===== src/rtl/memory_access.sv =====
// Memory stage: one outstanding load/store on a simple req/ack bus.
// Non-memory ops and misaligned accesses complete in one cycle without using the bus.
module memory_access #(
   parameter int XLEN     = 32,
   parameter int OP_WIDTH = 11,
   parameter int OP_LOAD  = 3,
   parameter int OP_STORE = 4
) (
   input  logic                clk_i,
   input  logic                rst_n_i,
   input  logic                E_valid_i,
   output logic                M_ready_o,
   input  logic [OP_WIDTH-1:0] F_epcode_i,
   input  logic [2:0]          F_funct3_i,
   input  logic [XLEN-1:0]     E_valE_i,
   input  logic [XLEN-1:0]     D_rs2_data_i,
   input  logic [4:0]          D_rd_i,
   input  logic                D_rd_we_i,
   output logic                mem_req_o,
   output logic                mem_we_o,
   output logic [XLEN-1:0]     mem_addr_o,
   output logic [3:0]          mem_wstrb_o,
   output logic [XLEN-1:0]     mem_wdata_o,
   input  logic                mem_ack_i,
   input  logic [XLEN-1:0]     mem_rdata_i,
   output logic                M_valid_o,
   output logic [XLEN-1:0]     M_valE_o,
   output logic [XLEN-1:0]     M_valM_o,
   output logic [4:0]          M_rd_o,
   output logic                M_rd_we_o,
   output logic                M_misalign_o
);

   typedef enum logic {IDLE, BUSY} state_t;
   state_t state, state_nxt;

   logic            accept, is_load, is_store, is_mem, is_half, is_word, misalign, start;
   logic [1:0]      off;
   logic [3:0]      st_wstrb;
   logic [XLEN-1:0] st_wdata, lane_word, load_data;
   logic            cap_load, cap_rd_we;
   logic [2:0]      cap_f3;
   logic [1:0]      cap_off;
   logic [4:0]      cap_rd;
   logic [XLEN-1:0] cap_valE;
   logic            unused_op;

   assign unused_op = ^F_epcode_i;
   assign off       = E_valE_i[1:0];
   assign M_ready_o = (state == IDLE);
   assign mem_req_o = (state == BUSY);
   assign accept    = E_valid_i & M_ready_o;
   // load wins when both opcode bits are set
   assign is_load   = F_epcode_i[OP_LOAD];
   assign is_store  = F_epcode_i[OP_STORE] & ~is_load;
   assign is_mem    = is_load | is_store;

   always_comb begin
      is_half = 1'b0;
      is_word = 1'b0;
      if (is_load) begin
         case (F_funct3_i)
            3'b000, 3'b100: is_half = 1'b0;
            3'b001, 3'b101: is_half = 1'b1;
            default:        is_word = 1'b1;
         endcase
      end else begin
         case (F_funct3_i)
            3'b000:  is_half = 1'b0;
            3'b001:  is_half = 1'b1;
            default: is_word = 1'b1;
         endcase
      end
   end

   assign misalign = (is_half & off[0]) | (is_word & (off != 2'b00));
   assign start    = accept & is_mem & ~misalign;

   always_comb begin
      st_wstrb = 4'b1111;
      st_wdata = D_rs2_data_i;
      case (F_funct3_i)
         3'b000: begin
            st_wstrb = 4'b0001 << off;
            st_wdata = {4{D_rs2_data_i[7:0]}};
         end
         3'b001: begin
            st_wstrb = 4'b0011 << off;
            st_wdata = {2{D_rs2_data_i[15:0]}};
         end
         default: ;
      endcase
   end

   always_ff @(posedge clk_i or negedge rst_n_i) begin
      if (!rst_n_i) state <= IDLE;
      else          state <= state_nxt;
   end

   always_comb begin
      state_nxt = state;
      case (state)
         IDLE:    if (start)     state_nxt = BUSY;
         BUSY:    if (mem_ack_i) state_nxt = IDLE;
         default: state_nxt = IDLE;
      endcase
   end

   // bus request fields are launched once and held for the whole BUSY phase
   always_ff @(posedge clk_i or negedge rst_n_i) begin
      if (!rst_n_i) begin
         mem_addr_o  <= '0;
         mem_we_o    <= 1'b0;
         mem_wstrb_o <= 4'b0000;
         mem_wdata_o <= '0;
         cap_load    <= 1'b0;
         cap_f3      <= 3'b000;
         cap_off     <= 2'b00;
         cap_rd      <= 5'd0;
         cap_rd_we   <= 1'b0;
         cap_valE    <= '0;
      end else if (start) begin
         mem_addr_o  <= {E_valE_i[XLEN-1:2], 2'b00};
         mem_we_o    <= is_store;
         mem_wstrb_o <= is_store ? st_wstrb : 4'b0000;
         mem_wdata_o <= is_store ? st_wdata : '0;
         cap_load    <= is_load;
         cap_f3      <= F_funct3_i;
         cap_off     <= off;
         cap_rd      <= D_rd_i;
         cap_rd_we   <= D_rd_we_i;
         cap_valE    <= E_valE_i;
      end
   end

   assign lane_word = mem_rdata_i >> {cap_off, 3'b000};

   always_comb begin
      load_data = mem_rdata_i;
      case (cap_f3)
         3'b000:  load_data = {{(XLEN-8){lane_word[7]}}, lane_word[7:0]};
         3'b001:  load_data = {{(XLEN-16){lane_word[15]}}, lane_word[15:0]};
         3'b100:  load_data = {{(XLEN-8){1'b0}}, lane_word[7:0]};
         3'b101:  load_data = {{(XLEN-16){1'b0}}, lane_word[15:0]};
         default: load_data = mem_rdata_i;
      endcase
   end

   always_ff @(posedge clk_i or negedge rst_n_i) begin
      if (!rst_n_i) begin
         M_valid_o    <= 1'b0;
         M_valE_o     <= '0;
         M_valM_o     <= '0;
         M_rd_o       <= 5'd0;
         M_rd_we_o    <= 1'b0;
         M_misalign_o <= 1'b0;
      end else begin
         M_valid_o <= 1'b0;
         M_rd_we_o <= 1'b0;
         if (state == BUSY && mem_ack_i) begin
            M_valid_o    <= 1'b1;
            M_valE_o     <= cap_valE;
            M_valM_o     <= cap_load ? load_data : '0;
            M_rd_o       <= cap_rd;
            M_rd_we_o    <= cap_load & cap_rd_we;
            M_misalign_o <= 1'b0;
         end else if (accept && (!is_mem || misalign)) begin
            M_valid_o    <= 1'b1;
            M_valE_o     <= E_valE_i;
            M_valM_o     <= '0;
            M_rd_o       <= D_rd_i;
            M_rd_we_o    <= ~is_mem & D_rd_we_i;
            M_misalign_o <= is_mem;
         end
      end
   end

endmodule


===== config.mk =====
export PLATFORM = sky130hd
export DESIGN_NAME = memory_access
export DESIGN_NICKNAME = d
export VERILOG_FILES = /design/src/rtl/memory_access.sv
export SDC_FILE = /design/constraint.sdc
export NUM_CORES = 1
export LEC_CHECK = 0
export ABC_AREA = 0
export CAP_MARGIN = 20
export CORE_MARGIN = 10
export CORE_UTILIZATION = 40
export CTS_CLUSTER_SIZE = 20
export DETAILED_ROUTE_END_ITERATION = 6
export PLACE_DENSITY = 0.77
export SLEW_MARGIN = 30
export SYNTH_ARGS = -nofsm -noshare
export SYNTH_HDL_FRONTEND = slang
export SYNTH_SLANG_ARGS = --single-unit

===== constraint.sdc =====
create_clock -name clk_i -period 2.2 [get_ports clk_i]
set_clock_uncertainty 0.15 [all_clocks]
set_input_delay 0.66 -clock clk_i [delete_from_list [all_inputs] [get_ports clk_i]]
set_output_delay 0.66 -clock clk_i [all_outputs]
set_load 0.01 [all_outputs]

# Word-level counts from Yosys, hierarchy flattened
# Index checks and enable logic that the tools add are counted.
# op_classes
n_reduce_logical,11
mux,27
shifts,3
n_bitwise,14
eq_ne,6
# ops
cell,count
2-to-1 mux 32 bit,6
one-hot mux 32 bit (4 select lines),1
one-hot mux 32 bit (2 select lines),1
>> shifter 32 x 5 -> 16 bit,1
2-to-1 mux 1 bit,14
"equality test 3 bit, second input constant",4
2-to-1 mux 5 bit,2
bitwise AND 1 bit,8
one-hot mux 4 bit (2 select lines),1
"equality test 3 x 1 -> 1 bit, second input constant",2
logical NOT 3 bit,2
2-to-1 mux 4 bit,1
NOT 1 bit,4
nonzero test 2 bit,2
OR reduction 2 bit,2
OR reduction 4 bit,1
"left shift 1 x 2 -> 4 bit, first input constant",1
"left shift 2 x 2 -> 4 bit, first input constant",1
logical AND 1 bit,2
bitwise OR 1 bit,2
one-hot mux 1 bit (2 select lines),1
logical NOT 1 bit,1
logical OR 1 bit,1
# word_totals
ff_bits,184
output_inout_bits,143
inputBits,120
word_cells,78

# Longest topological paths before layout
# Gate-level depths: netlist of the first run.
# logic_depth
word_depth,10
mapped_depth,7
mapped_depth_nobuf,4

# Worst setup path after synthesis of the first run
# No wires, ideal clock.
# synth_timing
path_kind,input to register
from,input F_funct3_i[2]
to,register cap_valE[10]
arrival_time_ns,2.073
stages,5
slack_ns,-0.148
n_path_buf,1
path_cell_list,nor2b_1 -> or3_1 -> a211oi_2 -> buf_2 -> mux2_2
# synth_between
elab_chain_cells,8
word_cells_on_any_way,18
# synth_rtl
item,line,source
start: declaration,14,"input logic [2:0] F_funct3_i,"
"equality test 3 x 1 -> 1 bit, or another cell as far along","62, 68",
OR reduction 4 bit (no source line) or OR reduction 2 bit (tied branches),-,
2-to-1 mux 1 bit (on tied branches),"62, 68",
2-to-1 mux 1 bit,61,if (is_load) begin
bitwise AND 1 bit,76,assign misalign = (is_half & off[0]) | (is_word & (off != 2'b00));
bitwise OR 1 bit (*),76,
NOT 1 bit (*),77,assign start = accept & is_mem & ~misalign;
bitwise AND 1 bit (*),77,
end signal: assignment,132,cap_valE <= E_valE_i;
end: declaration,45,logic [XLEN-1:0] cap_valE;
# Mark *: on every way between the ends. The rest lies on a longest branch, timed or not.
# A chain may end at the register's enable or synchronous reset.

# Worst setup path in the final report of the first run
# layout_timing
from,input E_valE_i[1]
to,register M_valE_o[2]
# layout_between
elab_chain_cells,6
# layout_rtl
item,line,source
start: declaration,15,"input logic [XLEN-1:0] E_valE_i,"
nonzero test 2 bit,76,
bitwise AND 1 bit,76,
bitwise OR 1 bit,76,
logical OR 1 bit,167,end else if (accept && (!is_mem || misalign)) begin
logical AND 1 bit,167,
nonzero test 2 bit (no source line),-,
end signal: assignment,162,M_valE_o <= cap_valE;
end signal: assignment,169,M_valE_o <= E_valE_i;
end: declaration,27,"output logic [XLEN-1:0] M_valE_o,"
# Every way passes these cells.

==> impl_metrics.env, run 1 <==
export IMPL_clk_path_buf_depth=2
export IMPL_yosysWarnings=0
export IMPL_end_kind="flip-flop"
export IMPL_area_growth_pct=58.8
export IMPL_mostFrequentLayoutCells="clkdlybuf4s50_1 (196), dfrtp_1 (151), mux2_2 (118), dlymetal6s2s_1 (43), mux2i_1 (39)"
export IMPL_r2r_start="mem_req_o$_DFF_PN0_"
export IMPL_avgSynthCellArea_sq_um=12.5
export IMPL_clkLatencyLatePin_ns=0.42
export IMPL_layout_commonest_cell="clkdlybuf4s50_1"
export IMPL_grt_pass1_wl_um=35600
export IMPL_gr_total_overflow=0
export IMPL_chipWidth_um=154
export IMPL_rsz0062_at_grt="yes"
export IMPL_regArea_sq_um=3800
export IMPL_dp_hpwl_um=16700
export IMPL_period_minus_slack_ns=2.20
export IMPL_synth_top_area_share_pct=53.1
export IMPL_hold_viol_final=0
export IMPL_power_density_nw_per_um2=978
export IMPL_ys_flop_type="dfrtp_1"
export IMPL_power_leakage_uw=0.00534
export IMPL_slowest_stage="mux2_2"
export IMPL_grt_pass1_vias=6137
export IMPL_io_buffers=251
export IMPL_max_freq_mhz=455
export IMPL_layout_cells_non_filler=1105
export IMPL_path_max_fanout=28
export IMPL_synthCells=574
export IMPL_gp_congestion=0.833
export IMPL_cp_startpoint="E_valE_i[1]"
export IMPL_fin_area_sq_um=11400
export IMPL_cts_made_buffers=17
export IMPL_status="finished clean"
export IMPL_vias=5779
export IMPL_layout_nets=988
export IMPL_viasPerCell=5.23
export IMPL_synth_area_sq_um=7160
export IMPL_yosys_register_bits=152
export IMPL_dp_cells=1059
export IMPL_synth_edf_count=0
export IMPL_hold_path_class="flip-flop to flip-flop"
export IMPL_reg2reg_to="M_valM_o[23]$_DFFE_PN0P_"
export IMPL_drv_slew=0
export IMPL_required_ns=2.34
export IMPL_fill_cells=1310
export IMPL_cts_root_buf="clkbuf_16"
export IMPL_crit_end="M_valE_o[2]$_DFFE_PN0P_"
export IMPL_finalSetupViolCount=0
export IMPL_antenna_found_initial=1
export IMPL_dr_pass1_iters=4
export IMPL_crit_type="primary input to flip-flop"
export IMPL_vdd_drop_max_uv=670
export IMPL_die_y_um=154
export IMPL_start_util_pct=41.1
export IMPL_post_dp_cell_area_sq_um=10300
export IMPL_reg2reg_depth=7
export IMPL_ctsHtreeMaxLevel=4
export IMPL_ios=263
export IMPL_drive_gt1_share_pct=28.3
export IMPL_grt_max_degree=49
export IMPL_cp_cell_sequence="dlygate4sd2_1 -> or2_4 -> o31a_1 -> buf_4 -> a21oi_4 -> buf_12 -> mux2_2"
export IMPL_wirelength_um=23300
export IMPL_cap_violations=0
export IMPL_crit_arrival_ns=2.34
export IMPL_drc=0
export IMPL_whs_path_depth=1
export IMPL_dieArea_sq_um=23700
export IMPL_post_route_period_util_pct=99.9
export IMPL_track_usage_pct=18.9
export IMPL_drtIter0Drc=250
export IMPL_yosysTopAreaCell="dfrtp_1"
export IMPL_async_flop_share_pct=100
export IMPL_fin_setup_tns_ns=0
export IMPL_yosys_top_cells_area="dfrtp_1 (53%), mux2_2 (21%), mux2i_1 (5.5%)"
export IMPL_yosysUniqueCellTypes=36
export IMPL_critPathLaunchType="primary input"
export IMPL_core_area_sq_um=17400
export IMPL_tritoncts="built"
export IMPL_yosysSeqAreaShare_pct=53.1
export IMPL_path_clk_slew_ns=0.06
export IMPL_rows=48
export IMPL_crit_path_max_incr_delay_ns=0.37
export IMPL_clock_sinks=152
export IMPL_wl_per_cell_um=21.1
export IMPL_ant_nets=0
export IMPL_reg2reg_slack_ns=0.16
export IMPL_multi_input_area_sq_um=3180
[stage by stage]
step                hold slack (ns)  power [uW]  utilization [%]  setup slack (ns)
floorplan                     0.214        5770                -           -0.0880
detailed placement            0.327        8090             59.4            -0.747
finish                        0.338       11100             65.3           0.00299
global route                  0.352       11700             65.3           -0.0317
CTS                           0.344       11200             63.8          -0.00682
global placement              0.323        8000             59.4            -0.671
[kinds of logic after synthesis]
family,after synthesis,synth area share [%]
AOI/OAI and AO/OA,117,11.1
buffers and inverters,74,4.32
DFF,152,53.1
muxes,178,27.6
other,1,0.0524
and+or+nand+nor,52,3.76
[Yosys cell counts, types with 3 or more instances]
library cell	instances
a21oi_1	31
buf_2	16
clkbuf_1	19
buf_4	3
nor3_1	7
o21ai_0	32
nand2_1	19
dfrtp_1	152
nor2_1	6
inv_1	34
mux2_2	133
mux2_1	4
nor2b_1	11
o22ai_1	6
o2bb2ai_1	9
mux2i_1	39
a311oi_1	6
a221o_1	22
[registers in the layout (all words and copies together) (netlist names), 3 cells and up]
name         cells
cap_f3           3
cap_valE        31
M_rd_o           5
M_valM_o        32
mem_wdata_o     32
cap_rd           5
mem_wstrb_o      4
M_valE_o        32
[what timing repair did]
action,in CTS,in global routing
cloned,3,5
setup buffers,3,4
hold endpoints to repair,2,0
hold buffers,1,0
pin swaps,1,2
gates resized for setup,30,59
endpoints found under the setup margin,134,103
[where the power goes]
group	switching [uW]	internal [uW]	total [uW]
sequential	487	3550	4040
clock	1160	1870	3030
combinational	1660	2390	4050
total	3310	7810	11100
[routing by layer]
metal	routed length (um)	part of all wire [%]	GRT usage [%]	vias to the layer above
li1	-	-	-	2674
met1	9520	41	22.4	2885
met2	11600	50	31.4	197
met3	1860	8.0	7.17	23
met4	281	1.2	4.68	0
met5	0	0	0	-
[critical path: cells and delay by family]
kind,cells,cell delay (ns)
buffers and inverters,3,0.65
AND/OR/NAND/NOR,1,0.25
AO/OA/AOI/OAI,2,0.40
multiplexers,1,0.37
[how the worst min path moves through the flow]
stage | from | end | slack (ns)
final | M_valM_o[15]$_DFFE_PN0P_ | M_valM_o[15]$_DFFE_PN0P_ | 0.34
after global routing | M_valM_o[3]$_DFFE_PN0P_ | M_valM_o[3]$_DFFE_PN0P_ | 0.35
after CTS | M_valM_o[15]$_DFFE_PN0P_ | M_valM_o[15]$_DFFE_PN0P_ | 0.34
after detailed placement | M_valM_o[1]$_DFFE_PN0P_ | M_valM_o[1]$_DFFE_PN0P_ | 0.33
after global placement | M_valM_o[4]$_DFFE_PN0P_ | M_valM_o[4]$_DFFE_PN0P_ | 0.32
after floorplan | rst_n_i | M_misalign_o$_DFFE_PN0P_ | 0.21
[cell type report]
cell class	count	area share [%]
Timing Repair Buffer	314	29.7
Inverter	34	1.12
Clock buffer	20	4.10
Multi-Input combinational cell	349	27.9
Tap cell	225	2.47
Sequential cell	152	33.5
Clock inverter	10	1.25
Antenna cell	1	0.0220
(Power assumes the default switching activity.)
==> inputs of run 2 (changes only) <==
- PLACE_DENSITY: 0.77 -> 0.73
==> run 2 against run 1 <==
Cell count is essentially flat. Design area grew 0.93%. Fmax grew 0.80%. Sequential share of layout area shrank 0.31 points. Worst setup slack gained 0.017 ns. Critical path type unchanged. Global-route usage grew 1.2 points. Largest power group unchanged. Register-to-register slack lost 0.08 ns. Critical path depth grew 1. Combinational power grew 1%.
==> impl_metrics.env, run 2 (synthesized netlist as in run 1, its figures left out) <==
export IMPL_cp_top_family="buffers and inverters"
export IMPL_vias=5942
export IMPL_crit_path_max_incr_delay_ns=0.40
export IMPL_clockPowerShare_pct=25.3
export IMPL_fin_area_sq_um=11500
export IMPL_grt_pass1_vias=6524
export IMPL_crit_arrival_ns=2.33
export IMPL_cp_cell_sequence="clkdlybuf4s15_1 -> or3_4 -> a211oi_4 -> buf_6 -> buf_12 -> buf_16 -> buf_12 -> mux2_4"
export IMPL_dp_hpwl_um=17100
export IMPL_antenna_cells=0
export IMPL_power_density_nw_per_um2=953
export IMPL_largestRegisters="M_valE_o (32), M_valM_o (32), mem_wdata_o (32)"
export IMPL_dieArea_sq_um=23700
export IMPL_period_minus_slack_ns=2.18
export IMPL_wl_per_cell_um=22.0
export IMPL_layout_commonest_cell="clkdlybuf4s50_1"
export IMPL_cts_made_buffers=17
export IMPL_crit_buf_inv=5
export IMPL_dr_pass1_iters=5
export IMPL_layout_nets=992
export IMPL_reg2reg_slack_ns=0.08
export IMPL_drt_met1_wl_um=9700
export IMPL_wirelength_um=24400
export IMPL_ant_nets=0
export IMPL_rows=48
export IMPL_gr_total_overflow=0
export IMPL_max_freq_mhz=459
export IMPL_cap_violations=0
export IMPL_relSlewSlack_pct=55.8
export IMPL_dp_cells=1053
export IMPL_ctsHtreeMaxLevel=4
export IMPL_postCtsHoldBufs=0
export IMPL_status="finished clean"
export IMPL_grt_pass1_wl_um=37700
export IMPL_power_leakage_uw=0.00538
export IMPL_antenna_found_initial=0
export IMPL_critPathLaunchType="primary input"
export IMPL_switching_share_pct=30.5
export IMPL_track_usage_pct=20.0
export IMPL_slowest_stage="or3_4"
export IMPL_drtIter0Drc=308
export IMPL_required_ns=2.35
export IMPL_drc=0
export IMPL_io_buffers=251
export IMPL_clk_path_buf_depth=2
export IMPL_cpMostUsedCell="buf_12"
export IMPL_path_max_fanout=8
export IMPL_clock_sinks=152
export IMPL_wl_met3_um=1940
export IMPL_place_ws_ns=-0.683
export IMPL_chipWidth_um=154
export IMPL_worst_slack_ns=0.0204
export IMPL_drive_gt1_share_pct=28.9
export IMPL_tritoncts="built"
export IMPL_core_area_sq_um=17400
export IMPL_start_util_pct=41.1
export IMPL_ios=263
export IMPL_end_kind="flip-flop"
export IMPL_post_route_period_util_pct=99.1
export IMPL_detailroute_wirelength_met2_um=12300
export IMPL_hold_path_class="primary input to async pin"
export IMPL_hold_viol_final=0
export IMPL_die_y_um=154
export IMPL_clkLatencyLatePin_ns=0.42
export IMPL_seqPwrFrac_pct=37.3
export IMPL_fill_cells=1288
export IMPL_power_switching_uw=3330
export IMPL_crit_type="primary input to flip-flop"
export IMPL_tightest_slew_ns=0.662
export IMPL_cts_root_buf="clkbuf_16"
export IMPL_mostFrequentLayoutCells="clkdlybuf4s50_1 (191), dfrtp_1 (151), mux2_2 (111), dlymetal6s2s_1 (40), mux2i_1 (37)"
export IMPL_grt_max_degree=48
export IMPL_finalSetupViolCount=0
export IMPL_drv_slew=0
export IMPL_layout_cells_non_filler=1106
export IMPL_combPwrFrac_pct=37.5
export IMPL_viasPerCell=5.37
export IMPL_area_growth_pct=60.3
export IMPL_path_clk_slew_ns=0.06
export IMPL_gp_congestion=0.876
export IMPL_post_dp_cell_area_sq_um=10300
export IMPL_routed_top_layer="met4"
export IMPL_internal_power_uw=7610
export IMPL_vdd_drop_max_uv=644
[run 2: cell types whose count changed in the layout (fill, tap and decap cells not counted), sizes merged]
| cell | change |
|---|---|
| dlygate4sd2 | +6 |
| dlymetal6s2s | -3 |
| buf | +10 |
| clkinv | +2 |
| bufinv | -1 |
| clkdlybuf4s15 | +1 |
| dlygate4sd3 | -1 |
| clkbuf | -6 |
| clkinvlp | +1 |
| diode | -1 |
| clkdlybuf4s50 | -5 |
| inv | -2 |
[run 2: routing by layer]
metal | global-route usage, % | up-vias
met2 | 34.2 | 243
met4 | 6.39 | 0
met5 | 0 | -
met1 | 23.0 | 2985
li1 | - | 2683
met3 | 6.92 | 31
[run 2: final timing paths]
kind                                         start                       end  cells past startpoint
min reg2reg                M_valM_o[5]$_DFFE_PN0P_   M_valM_o[5]$_DFFE_PN0P_                      1
min in group clk_i         M_valM_o[5]$_DFFE_PN0P_   M_valM_o[5]$_DFFE_PN0P_                      1
max reg2reg                    mem_req_o$_DFF_PN0_  M_valM_o[13]$_DFFE_PN0P_                      7
max in group asynchronous                  rst_n_i   M_valM_o[3]$_DFFE_PN0P_                      2
min                                        rst_n_i  M_valE_o[18]$_DFFE_PN0P_                      1
max                                  F_funct3_i[0]  cap_valE[15]$_DFFE_PN0P_                      8
[run 2: final cells by class]
cell class                 instances  area [sq um]  share of cell area [%]
sequential                       152          3800                    33.1
timing repair buffer             318          3520                    30.7
multi-input combinational        349          3210                    27.9
clock buffer                      18           429                    3.74
tap                              225           282                    2.45
inverter                          34           128                    1.11
clock inverter                    10           109                   0.948
[run 2: timing repair]
| action | CTS | global route |
|---|---|---|
| resized for setup | 65 | 51 |
| setup endpoints to repair | 158 | 160 |
| buffers inserted | 16 | 3 |
| gates cloned | 9 | 0 |
| pin swaps | 2 | 4 |
[run 2: power groups by stage]
stage / logic (uW) / clock network (uW) / registers [uW]
floorplan: 1440 / 0 / 4330
global placement: 3890 / 0 / 4070
detailed placement: 3980 / 0 / 4120
CTS: 4170 / 2820 / 4080
global route: 4370 / 2940 / 4180
finish: 4100 / 2760 / 4080
[run 2: worst reg2reg max path, stage by stage, from the launching register on]
cell and delay [ns]:
dfrtp_2 0.45, nand2b_1 0.18, o31ai_1 0.25, buf_4 0.17
a21oi_4 0.05, buf_12 0.18, buf_12 0.19, a221o_1 0.38
[run 2: through the flow]
step / TNS, ns / utilization (%) / power (uW) / hold WS (ns)
global placement: -85.21 / 59.3 / 7960 / 0.321
floorplan: -6.57 / - / 5770 / 0.214
finish: 0 / 65.9 / 10900 / 0.0406
global route: -0.00219 / 65.9 / 11500 / 0.0558
CTS: -0.0426 / 65.2 / 11100 / 0.0500
detailed placement: -89.83 / 59.3 / 8090 / 0.335
==> inputs of run 3 (changes only) <==
--- a/config.mk
+++ b/config.mk
@@ -13,3 +13,5 @@
 export DETAILED_ROUTE_END_ITERATION = 6
+export HOLD_SLACK_MARGIN = 0.02
 export PLACE_DENSITY = 0.73
+export SKIP_CTS_REPAIR_TIMING = 1
 export SLEW_MARGIN = 30
==> constraint.sdc (replaced) <==
create_clock -name clk_i -period 2.2 [get_ports clk_i]
set_clock_uncertainty 0.15 [all_clocks]
set_input_delay 0.55 -clock clk_i [delete_from_list [all_inputs] [get_ports clk_i]]
set_output_delay 0.55 -clock clk_i [all_outputs]
set_load 0.01 [all_outputs]
==> run 3 against run 2 <==
Fmax rose by 1.6%. Hold slack improved by 0.30 ns. First-iteration DRC count fell by 5.2%. Cell count fell by 1.2%. Die area did not move. Routed wire length fell by 5.8%.
==> impl_metrics.env, run 3 (synthesized netlist as in run 1, its figures left out) <==
export IMPL_die_y_um=154
export IMPL_vias=5828
export IMPL_dr_pass1_iters=5
export IMPL_place_ws_ns=-0.683
export IMPL_ant_nets=0
export IMPL_power_leakage_uw=0.00478
export IMPL_io_buffers=251
export IMPL_dieArea_sq_um=23700
export IMPL_p_total_uw=11100
export IMPL_period_minus_slack_ns=2.14
export IMPL_fin_area_sq_um=11100
export IMPL_critPathLaunchType="primary input"
export IMPL_relSlewSlack_pct=55.2
export IMPL_final_core_util_pct=63.6
export IMPL_core_area_sq_um=17400
export IMPL_chipWidth_um=154
export IMPL_hold_path_class="flip-flop to flip-flop"
export IMPL_end_kind="flip-flop"
export IMPL_power_density_nw_per_um2=999
export IMPL_cap_violations=0
export IMPL_clkLatencyLatePin_ns=0.41
export IMPL_status="finished clean"
export IMPL_crit_arrival_ns=2.29
export IMPL_holdCritStartpoint="M_valM_o[5]$_DFFE_PN0P_"
export IMPL_r2r_start="cap_off[0]$_DFFE_PN0P_"
export IMPL_finalSetupViolCount=0
export IMPL_post_route_period_util_pct=97.5
export IMPL_drc=0
export IMPL_hold_viol_final=0
export IMPL_tritoncts="built"
export IMPL_grt_max_degree=46
export IMPL_drive_gt1_share_pct=26.2
export IMPL_drtIter0Drc=292
export IMPL_fin_setup_tns_ns=0
export IMPL_wl_per_cell_um=21.0
export IMPL_gp_congestion=0.908
export IMPL_path_clk_slew_ns=0.06
export IMPL_required_ns=2.34
export IMPL_gr_total_overflow=0
export IMPL_vdd_drop_max_uv=596
export IMPL_clock_sinks=152
export IMPL_layout_nets=974
export IMPL_reg2reg_depth=5
export IMPL_layout_commonest_cell="clkdlybuf4s50_1"
export IMPL_area_growth_pct=54.6
export IMPL_track_usage_pct=18.6
export IMPL_clk_path_buf_depth=2
export IMPL_cp_startpoint="E_valid_i"
export IMPL_antenna_found_initial=3
export IMPL_ctsHtreeMaxLevel=4
export IMPL_cts_made_buffers=17
export IMPL_post_dp_cell_area_sq_um=10200
export IMPL_cts_root_buf="clkbuf_16"
export IMPL_dp_hpwl_um=16900
export IMPL_whs_path_depth=1
export IMPL_wirelength_um=23000
export IMPL_largestRegisters="M_valE_o (32), M_valM_o (32), mem_wdata_o (32)"
export IMPL_grt_pass1_vias=6311
export IMPL_crit_type="primary input to flip-flop"
export IMPL_ios=263
export IMPL_worst_slack_ns=0.0553
export IMPL_rows=48
export IMPL_rsz0062_at_grt="yes"
export IMPL_reg2reg_slack_ns=0.22
export IMPL_tightest_slew_ns=0.671
export IMPL_grt_pass1_wl_um=35800
export IMPL_max_freq_mhz=466
export IMPL_viasPerCell=5.33
export IMPL_reg2reg_to="M_valM_o[8]$_DFFE_PN0P_"
export IMPL_mostFrequentLayoutCells="clkdlybuf4s50_1 (241), dfrtp_1 (152), mux2_2 (133), mux2i_1 (38), inv_1 (34)"
export IMPL_drv_slew=0
export IMPL_start_util_pct=41.1
export IMPL_path_max_fanout=16
export IMPL_holdPathEnd="M_valM_o[5]$_DFFE_PN0P_"
-- run 3: cell type report --
type / count / area (sq um)
Fill cell: 1329 / 6340
Sequential cell: 152 / 3800
Timing Repair Buffer: 300 / 3150
Multi-Input combinational cell: 349 / 3100
Clock buffer: 21 / 460
Tap cell: 225 / 282
Clock inverter: 11 / 148
Inverter: 34 / 128
Antenna cell: 1 / 2.50
-- run 3: power by group --
| group | switching, uW | internal (uW) | leakage [uW] |
|---|---|---|---|
| Sequential | 493 | 3550 | 0.00189 |
| Combinational | 1650 | 2350 | 0.00259 |
| Clock | 1160 | 1850 | 0.000297 |
| Total | 3310 | 7760 | 0.00478 |
-- run 3: through the flow --
| step | hold slack, ns | cells |
|---|---|---|
| after floorplan | 0.104 | 575 |
| after global placement | 0.332 | 1050 |
| after detailed placement | 0.327 | 1050 |
| after CTS | -0.0753 | 1082 |
| after global routing | 0.364 | 1093 |
| final | 0.342 | 1093 |
-- run 3: per-layer routing --
layer | GRT usage, % | vias to the layer above | wire length, um
met4 | 5.22 | 2 | 325
met2 | 30.8 | 231 | 11300
met5 | 0 | - | 13
met3 | 6.89 | 24 | 1810
li1 | - | 2644 | -
met1 | 22.2 | 2927 | 9510
-- run 3: worst max-delay path by stage --
stage	endpoint	depth (start not counted)	slack [ns]
floorplan	cap_valE[10]$_DFFE_PN0P_	5	-0.02
global placement	cap_valE[11]$_DFFE_PN0P_	6	-0.64
detailed placement	mem_wdata_o[12]$_DFFE_PN0P_	7	-0.68
CTS	cap_valE[16]$_DFFE_PN0P_	6	-0.25
global route	M_valM_o[18]$_DFFE_PN0P_	7	-0.002
finish	M_valM_o[29]$_DFFE_PN0P_	8	0.06
-- run 3: critical path, stage by stage --
cell	delay, ns
clkdlybuf4s50_1	0.50
nand2b_1	0.10
o31ai_1	0.24
buf_4	0.18
a21oi_4	0.05
buf_12	0.17
buf_12	0.15
a221o_1	0.34
